<file path="src/rtl/echo_pkg.sv">
// echo_pkg: types and default constants shared by the echo writer and the correlator.
// Latency: n/a, definitions only.
// Backpressure: n/a.
// Contents: capture state enum, sample/count widths, default timing constants, busy decode helper.
package echo_pkg;

  localparam int unsigned SAMPLE_W            = 12;
  localparam int unsigned SCNT_W              = 14;
  localparam int unsigned TX_HALF_PERIOD_DEF  = 278;
  localparam int unsigned TX_CYCLES_DEF       = 8;
  localparam int unsigned SAMPLE_DIV_DEF      = 50;
  localparam int unsigned CAPTURE_SAMPLES_DEF = 8192;
  localparam int unsigned DEADTIME_DEF        = 4;

  typedef enum logic [1:0] {
    IDLE       = 2'd0,
    TX_CAPTURE = 2'd1,
    CAPTURE    = 2'd2,
    DONE       = 2'd3
  } cap_state_e;

  typedef logic [SAMPLE_W-1:0] sample_t;
  typedef logic [SCNT_W-1:0]   scnt_t;

  function automatic logic is_busy(input cap_state_e s);
    return (s == TX_CAPTURE) || (s == CAPTURE);
  endfunction

endpackage

</file>
<file path="src/rtl/echo_capture_writer_tx_burst_gen.sv">
// tx_burst_gen: fixed-length two-phase transducer burst generator.
// Latency: start -> first phase on tx_p/tx_n next cycle; tx outputs registered; burst_done is a combinational strobe.
// Backpressure: none; start restarts from phase 0 at any time, stop ends the burst immediately.
// Ports: clk_50M, rst_n (async active-low); start, stop controls; tx_p/tx_n drive; burst_done high in the last burst cycle.
// Build option: ECHO_CAPTURE_DEADTIME_EN holds both outputs low for DEADTIME cycles at the start of every half-period.
module tx_burst_gen
  import echo_pkg::*;
#(
  parameter int unsigned TX_HALF_PERIOD = TX_HALF_PERIOD_DEF,
  parameter int unsigned TX_CYCLES      = TX_CYCLES_DEF,
  parameter int unsigned DEADTIME       = DEADTIME_DEF
) (
  input  logic clk_50M,
  input  logic rst_n,
  input  logic start,
  input  logic stop,
  output logic tx_p,
  output logic tx_n,
  output logic burst_done
);

  localparam int unsigned CW = (TX_HALF_PERIOD > 1) ? $clog2(TX_HALF_PERIOD) : 1;
  localparam int unsigned IW = $clog2(2 * TX_CYCLES);
  localparam logic [CW-1:0] HALF_LAST = CW'(TX_HALF_PERIOD - 1);
  localparam logic [IW-1:0] IDX_LAST  = IW'(2 * TX_CYCLES - 1);
`ifdef ECHO_CAPTURE_DEADTIME_EN
  localparam bit DT_EN = 1'b1;
`else
  localparam bit DT_EN = 1'b0;
`endif

  logic          running_q, running_d;
  logic [CW-1:0] half_cnt_q, half_cnt_d;
  logic [IW-1:0] half_idx_q, half_idx_d;
  logic          tx_p_q, tx_p_d, tx_n_q, tx_n_d;
  logic          in_gap;

  always_comb begin
    running_d  = running_q;
    half_cnt_d = half_cnt_q;
    half_idx_d = half_idx_q;
    burst_done = running_q && (half_cnt_q == HALF_LAST) && (half_idx_q == IDX_LAST);
    if (start) begin
      running_d  = 1'b1;
      half_cnt_d = '0;
      half_idx_d = '0;
    end else if (stop) begin
      running_d = 1'b0;
    end else if (running_q) begin
      if (half_cnt_q == HALF_LAST) begin
        half_cnt_d = '0;
        if (half_idx_q == IDX_LAST) running_d = 1'b0;
        else                        half_idx_d = half_idx_q + 1'b1;
      end else begin
        half_cnt_d = half_cnt_q + 1'b1;
      end
    end
    // Dead time eats into the front of each half-period so the period itself never stretches.
    in_gap = DT_EN && (32'(half_cnt_d) < DEADTIME);
    // Even half-periods drive the positive phase, odd ones the negative phase.
    tx_p_d = running_d && !half_idx_d[0] && !in_gap;
    tx_n_d = running_d &&  half_idx_d[0] && !in_gap;
  end

  always_ff @(posedge clk_50M or negedge rst_n) begin
    if (!rst_n) begin
      running_q  <= 1'b0;
      half_cnt_q <= '0;
      half_idx_q <= '0;
      tx_p_q     <= 1'b0;
      tx_n_q     <= 1'b0;
    end else begin
      running_q  <= running_d;
      half_cnt_q <= half_cnt_d;
      half_idx_q <= half_idx_d;
      tx_p_q     <= tx_p_d;
      tx_n_q     <= tx_n_d;
    end
  end

  assign tx_p = tx_p_q;
  assign tx_n = tx_n_q;

endmodule

</file>
<file path="src/rtl/echo_capture_writer.sv">
// echo_capture_writer: start-triggered transmit burst, ADC conversion pacing and sample-FIFO writer.
// Latency: all outputs registered; start -> tx_p and adc_conv_start +1 cycle; adc_valid -> fifo_wrreq +1 cycle.
// Backpressure: none; a sample arriving while fifo_full is dropped but still counted, and overflow_flag sticks.
// Ports: clk_50M, rst_n (async active-low); sys_start_pulse starts/restarts a measurement;
//   adc_conv_start, adc_valid, adc_data ADC side; fifo_wrreq, fifo_data, fifo_full sample FIFO write side;
//   tx_p, tx_n transducer drive; busy, capture_done, overflow_flag, sample_cnt status.
// Build option: ECHO_CAPTURE_DEADTIME_EN enables DEADTIME both-low gaps at each tx phase change.
module echo_capture_writer
  import echo_pkg::*;
#(
  parameter int unsigned TX_HALF_PERIOD  = TX_HALF_PERIOD_DEF,
  parameter int unsigned TX_CYCLES       = TX_CYCLES_DEF,
  parameter int unsigned SAMPLE_DIV      = SAMPLE_DIV_DEF,
  parameter int unsigned CAPTURE_SAMPLES = CAPTURE_SAMPLES_DEF,
  parameter int unsigned DEADTIME        = DEADTIME_DEF
) (
  input  logic                clk_50M,
  input  logic                rst_n,
  input  logic                sys_start_pulse,
  output logic                adc_conv_start,
  input  logic                adc_valid,
  input  logic [SAMPLE_W-1:0] adc_data,
  output logic                fifo_wrreq,
  output logic [SAMPLE_W-1:0] fifo_data,
  input  logic                fifo_full,
  output logic                tx_p,
  output logic                tx_n,
  output logic                busy,
  output logic                capture_done,
  output logic                overflow_flag,
  output logic [SCNT_W-1:0]   sample_cnt
);

  localparam scnt_t CAP_N = SCNT_W'(CAPTURE_SAMPLES);
  localparam int unsigned DW = (SAMPLE_DIV > 1) ? $clog2(SAMPLE_DIV) : 1;
  localparam logic [DW-1:0] DIV_LAST = DW'(SAMPLE_DIV - 1);

  cap_state_e    state_q, state_d;
  logic [DW-1:0] div_cnt_q, div_cnt_d;
  scnt_t         req_cnt_q, req_cnt_d;
  scnt_t         sample_cnt_q, sample_cnt_d;
  sample_t       data_q, data_d;
  logic          conv_q, conv_d, wr_q, wr_d, done_q, done_d;
  logic          ovf_q, ovf_d, busy_q, busy_d;
  logic          accept, done_fire, burst_done;

  // A sample coinciding with a restart belongs to neither run and is discarded.
  assign accept    = adc_valid && is_busy(state_q) && !sys_start_pulse;
  assign done_fire = accept && (sample_cnt_q == CAP_N - 1'b1);

  tx_burst_gen #(
    .TX_HALF_PERIOD (TX_HALF_PERIOD),
    .TX_CYCLES      (TX_CYCLES),
    .DEADTIME       (DEADTIME)
  ) u_tx (
    .clk_50M    (clk_50M),
    .rst_n      (rst_n),
    .start      (sys_start_pulse),
    .stop       (done_fire),
    .tx_p       (tx_p),
    .tx_n       (tx_n),
    .burst_done (burst_done)
  );

  // Start (or restart) beats everything; completion beats end-of-burst.
  always_comb begin
    state_d = state_q;
    if (sys_start_pulse)                          state_d = TX_CAPTURE;
    else if (done_fire)                           state_d = DONE;
    else if (state_q == TX_CAPTURE && burst_done) state_d = CAPTURE;
  end

  always_comb begin
    div_cnt_d    = div_cnt_q;
    req_cnt_d    = req_cnt_q;
    sample_cnt_d = sample_cnt_q;
    data_d       = data_q;
    ovf_d        = ovf_q;
    conv_d       = 1'b0;
    wr_d         = 1'b0;
    if (sys_start_pulse) begin
      // First request lands in the same cycle as the first tx edge, so FIFO index 0 is time zero.
      conv_d       = 1'b1;
      div_cnt_d    = '0;
      req_cnt_d    = SCNT_W'(1);
      sample_cnt_d = '0;
      ovf_d        = 1'b0;
    end else begin
      if (is_busy(state_q) && !done_fire) begin
        if (div_cnt_q == DIV_LAST) begin
          div_cnt_d = '0;
          if (req_cnt_q != CAP_N) begin
            conv_d    = 1'b1;
            req_cnt_d = req_cnt_q + 1'b1;
          end
        end else begin
          div_cnt_d = div_cnt_q + 1'b1;
        end
      end
      if (accept) begin
        // Dropped samples still advance the count to keep FIFO index aligned with time.
        sample_cnt_d = sample_cnt_q + 1'b1;
        if (fifo_full) begin
          ovf_d = 1'b1;
        end else begin
          wr_d   = 1'b1;
          data_d = adc_data;
        end
      end
    end
    done_d = done_fire;
    busy_d = is_busy(state_d);
  end

  always_ff @(posedge clk_50M or negedge rst_n) begin
    if (!rst_n) begin
      state_q      <= IDLE;
      div_cnt_q    <= '0;
      req_cnt_q    <= '0;
      sample_cnt_q <= '0;
      data_q       <= '0;
      conv_q       <= 1'b0;
      wr_q         <= 1'b0;
      done_q       <= 1'b0;
      ovf_q        <= 1'b0;
      busy_q       <= 1'b0;
    end else begin
      state_q      <= state_d;
      div_cnt_q    <= div_cnt_d;
      req_cnt_q    <= req_cnt_d;
      sample_cnt_q <= sample_cnt_d;
      data_q       <= data_d;
      conv_q       <= conv_d;
      wr_q         <= wr_d;
      done_q       <= done_d;
      ovf_q        <= ovf_d;
      busy_q       <= busy_d;
    end
  end

  assign adc_conv_start = conv_q;
  assign fifo_wrreq     = wr_q;
  assign fifo_data      = data_q;
  assign capture_done   = done_q;
  assign overflow_flag  = ovf_q;
  assign busy           = busy_q;
  assign sample_cnt     = sample_cnt_q;

endmodule

</file>
<file path="config.mk">
export PLATFORM = sky130hd
export DESIGN_NAME = echo_capture_writer
export DESIGN_NICKNAME = d
export VERILOG_FILES = /design/src/rtl/echo_pkg.sv /design/src/rtl/echo_capture_writer_tx_burst_gen.sv /design/src/rtl/echo_capture_writer.sv
export SDC_FILE = /design/constraint.sdc
export NUM_CORES = 1
export LEC_CHECK = 0
export BUFFER_PORTS_ARGS = -buffer_cell sky130_fd_sc_hd__buf_2
export CAP_MARGIN = 20
export CORE_MARGIN = 1
export CORE_UTILIZATION = 57
export CTS_CLUSTER_SIZE = 12
export DETAILED_ROUTE_END_ITERATION = 8
export PLACE_DENSITY = 0.77
export SETUP_SLACK_MARGIN = 0.5
export SYNTH_ARGS = -nofsm -noshare
export SYNTH_HDL_FRONTEND = slang
export SYNTH_HIERARCHICAL = 1
export SYNTH_SLANG_ARGS = --single-unit
</file>
<file path="constraint.sdc">
create_clock -name clk_50M -period 3.3 [get_ports clk_50M]
set_input_delay 0.165 -clock clk_50M [delete_from_list [all_inputs] [get_ports clk_50M]]
set_output_delay 0.165 -clock clk_50M [all_outputs]
set_load 0.02 [all_outputs]
</file>
==> impl_metrics.py <==
metrics = {
    "route": {
        "via_per_inst": 6.25,
        "via_count": 3033,
        "firstDrtPassIters": 5,
        "drt-initial-drc-count": 211,
        "drcViolationCount": 0,
        "ant_nets": 0,
        "wl_per_cell_um": 16.1,
        "wl_um": 7800,
    },
    "yosys": {
        "syn_avg_cell_area_um2": 10.3,
        "synth_edf_count": 0,
        "yosysSeqAreaShare_pct": 47.4,
        "ys_warn_count": 6,
        "synthFlopType": "dfrtp_1",
        "synthArstFlopShare_pct": 100,
        "syn_nets": 380,
        "synthCells": 354,
        "synth_area_um2": 3640,
        "synth_cell_type_count": 59,
        "ys_seq_elements": 69,
    },
    "worst_setup_path": {
        "cp_max_fo": 10,
        "regToRegSetupSlack_ns": 0.70,
        "reg2reg_to": "u_tx/half_cnt_q[7]$_DFFE_PN0P_",
        "critical_path.startpoint_type": "flip-flop",
        "path_class": "flip-flop to flip-flop",
        "cp_data_required_time_ns": 3.52,
        "worstPathArrival_ns": 2.83,
        "reg2regPathDepth": 9,
        "reg2reg_from": "state_q[0]$_DFF_PN0_",
        "end_kind": "flip-flop",
    },
    "placement": {
        "io_buffers": 49,
        "dp.final_hpwl_um": 5350,
        "place.gp.congestion": 0.862,
    },
    "floorplanning": {
        "start_util_pct": 60.4,
        "row_count": 28,
        "die_x_um": 81.9,
        "fp.coreArea_um2": 6030,
        "die_h_um": 81.9,
        "die_area_um2": 6710,
        "io_pins": 50,
    },
    "power_and_ir_drop": {
        "power_density_nw_per_um2": 475,
        "p_leak_nw": 1.92,
        "ir_drop_mv": 0.292,
    },
    "layout": {
        "nFillCells": 455,
        "syn2layout_area_growth_pct": 15.4,
        "drive_above_1_share_pct": 24.1,
        "final_util_pct": 69.7,
        "n_antenna_cell": 0,
        "nets": 431,
    },
    "sta": {
        "tns_ns": 0,
        "tightestPinTransition_ns": 0.890,
        "fin_crit_sh_pct": 78.9,
        "setup_viol_count_final": 0,
        "relSlewSlack_pct": 39.9,
        "rsz0062_at_grt": "false",
        "fin_skew_ns": 0.00912,
        "timing.final.crit_period_ns": 2.60,
        "max_freq_mhz": 384,
        "hold_violations": 0,
        "maxSlewViolCount": 0,
    },
    "min_path": {
        "hold_depth": 2,
        "hold_path_class": "input pin to flip-flop",
        "hp-start": "adc_data[1]",
        "whs_endpoint": "fifo_data[1]$_DFFE_PN0P_",
    },
    "clock_network": {
        "cts_root_buffer": "clkbuf_8",
        "clk_pin_slew_ns": 0.08,
        "clock_path_buffers": 2,
        "clk_latency_ns": 0.35,
        "tritoncts": "yes",
        "cts.htree.levels": 3,
        "cts_sinks": 69,
        "numCtsBuffers": 9,
    },
    "global_route": {
        "grt.overflow.total": 0,
        "antenna_found_initial": 0,
        "track_usage_pct": 26.3,
        "grt_first_pass_wirelength_um": 13300,
        "grt_pass1_vias": 2821,
        "grt_max_degree": 42,
    },
    "status": {
        "run_status": "completed",
    },
    "flow_run": {
        "maxCapViolCount": 0,
    },
}
synth_stat cells, types with 4 or more instances:
cell,instances,area [um2]
dfrtp_1,69,1730
nor2_1,25,93.8
nand2_1,22,82.6
o21ai_0,17,85.1
a21oi_1,14,70.1
inv_1,14,52.6
nand3_1,14,70.1
xor2_1,13,114
mux2_2,12,135
nand4_1,12,75.1
or3_1,12,75.1
o211ai_1,11,82.6
and3_1,9,56.3
ha_1,9,113
or4_1,7,52.6
clkbuf_1,6,22.5
buf_2,5,25.0
o2bb2ai_1,5,43.8
o311ai_1,5,43.8
and4_1,4,35.0
mux2i_1,4,40.0
nor4_1,4,25.0
xnor2_1,4,35.0
placed cells by master, fill, tap and decap left out, types with 3 or more instances in the layout:
master,synthesis,layout
or4_1,7,7
a21oi_1,14,14
o2bb2ai_1,5,5
buf_4,1,5
inv_1,14,13
and4_1,4,4
mux2i_1,4,4
mux2_2,12,12
o21ai_0,17,17
nand4_1,12,12
xnor2_1,4,4
or2_2,3,3
o211ai_1,11,11
o311ai_1,5,5
nor4_1,4,4
or3_1,12,12
and3_1,9,9
buf_2,5,49
ha_1,9,9
nand2_1,22,22
nor2_1,25,24
clkbuf_8,0,9
o2111ai_1,3,3
nand2b_1,3,3
nand3_1,14,14
and2_1,3,3
xor2_1,13,13
dfrtp_1,69,69
registers in the layout, indices dropped and copies added (netlist names), 2 cells and up:
register,count
u_tx/half_idx_q,4
state_q,2
fifo_data,12
u_tx/half_cnt_q,9
sample_cnt,14
div_cnt_q,6
req_cnt_q,14
cell type report:
cell class,instances,area (um2),area share (%)
Multi-Input combinational cell,256,1810,43.2
Sequential cell,69,1730,41.1
Clock buffer,9,124,2.95
Tap cell,75,93.8,2.23
Inverter,14,52.6,1.25
Timing Repair Buffer,55,293,6.97
Clock inverter,7,98.8,2.35
cells by family (layout without fill, tap and decap cells):
| kind of cell | after synthesis | in the layout | share of synthesized area, % |
|---|---|---|---|
| flip-flops | 69 | 69 | 47.4 |
| AO/OA/AOI/OAI | 79 | 79 | 15.9 |
| buffers and inverters | 29 | 85 | 3.26 |
| XOR/XNOR | 17 | 17 | 4.09 |
| multiplexers | 16 | 16 | 4.81 |
| adder cells (fa/ha/maj) | 9 | 9 | 3.09 |
| AND/OR/NAND/NOR | 135 | 135 | 21.4 |
metal layers:
metal  GRT usage, %  vias up  wire length, um
li1               -     1435                -
met1           34.1     1470             3480
met2           43.0      113             3720
met3           4.89       15              450
met4           10.9        0              151
met5              0        -                0
power breakdown:
group / internal (mW) / switching, mW / total, mW
sequential: 0.906 / 0.0633 / 0.969
combinational: 0.107 / 0.152 / 0.259
clock: 0.429 / 0.338 / 0.767
through the flow:
step / power (mW) / hold slack, ns / cell area, um2 / setup slack (ns) / cells
floorplan: 1.14 / -0.131 / 3640 / 0.705 / 354
global placement: 1.23 / 0.331 / 3950 / 0.531 / 468
detailed placement: 1.24 / 0.339 / 3950 / 0.429 / 468
CTS: 2.01 / 0.0363 / 4190 / 0.579 / 485
global route: 2.09 / 0.0339 / 4200 / 0.559 / 485
finish: 1.99 / 0.0448 / 4200 / 0.696 / 485
critical path: stages, from the launching register on:
cell	delay, ns
dfrtp_1	0.41
ha_1	0.34
and2b_2	0.29
nand4_1	0.17
or4_1	0.57
inv_2	0.14
nor2b_4	0.09
o211ai_1	0.24
xor2_1	0.17
nor2_1	0.05
worst max path at each step:
| stage | cells past startpoint | from | slack [ns] | endpoint |
|---|---|---|---|---|
| after floorplan | 10 | state_q[0]$_DFF_PN0_ | 0.70 | u_tx/half_cnt_q[8]$_DFFE_PN0P_ |
| after global placement | 9 | state_q[0]$_DFF_PN0_ | 0.53 | u_tx/half_cnt_q[2]$_DFFE_PN0P_ |
| after detailed placement | 9 | state_q[0]$_DFF_PN0_ | 0.43 | u_tx/half_cnt_q[2]$_DFFE_PN0P_ |
| after CTS | 9 | state_q[0]$_DFF_PN0_ | 0.58 | u_tx/half_cnt_q[4]$_DFFE_PN0P_ |
| after global routing | 9 | state_q[0]$_DFF_PN0_ | 0.56 | u_tx/half_cnt_q[4]$_DFFE_PN0P_ |
| final | 9 | state_q[0]$_DFF_PN0_ | 0.70 | u_tx/half_cnt_q[7]$_DFFE_PN0P_ |
repair_timing:
item	4_1_cts	5_1_grt
gates resized for setup	2	4
hold buffers	1	0
buffers inserted	0	0
setup endpoints to repair	10	13
hold endpoints to repair	39	0
No activity file was read; power rests on OpenSTA's default activity.
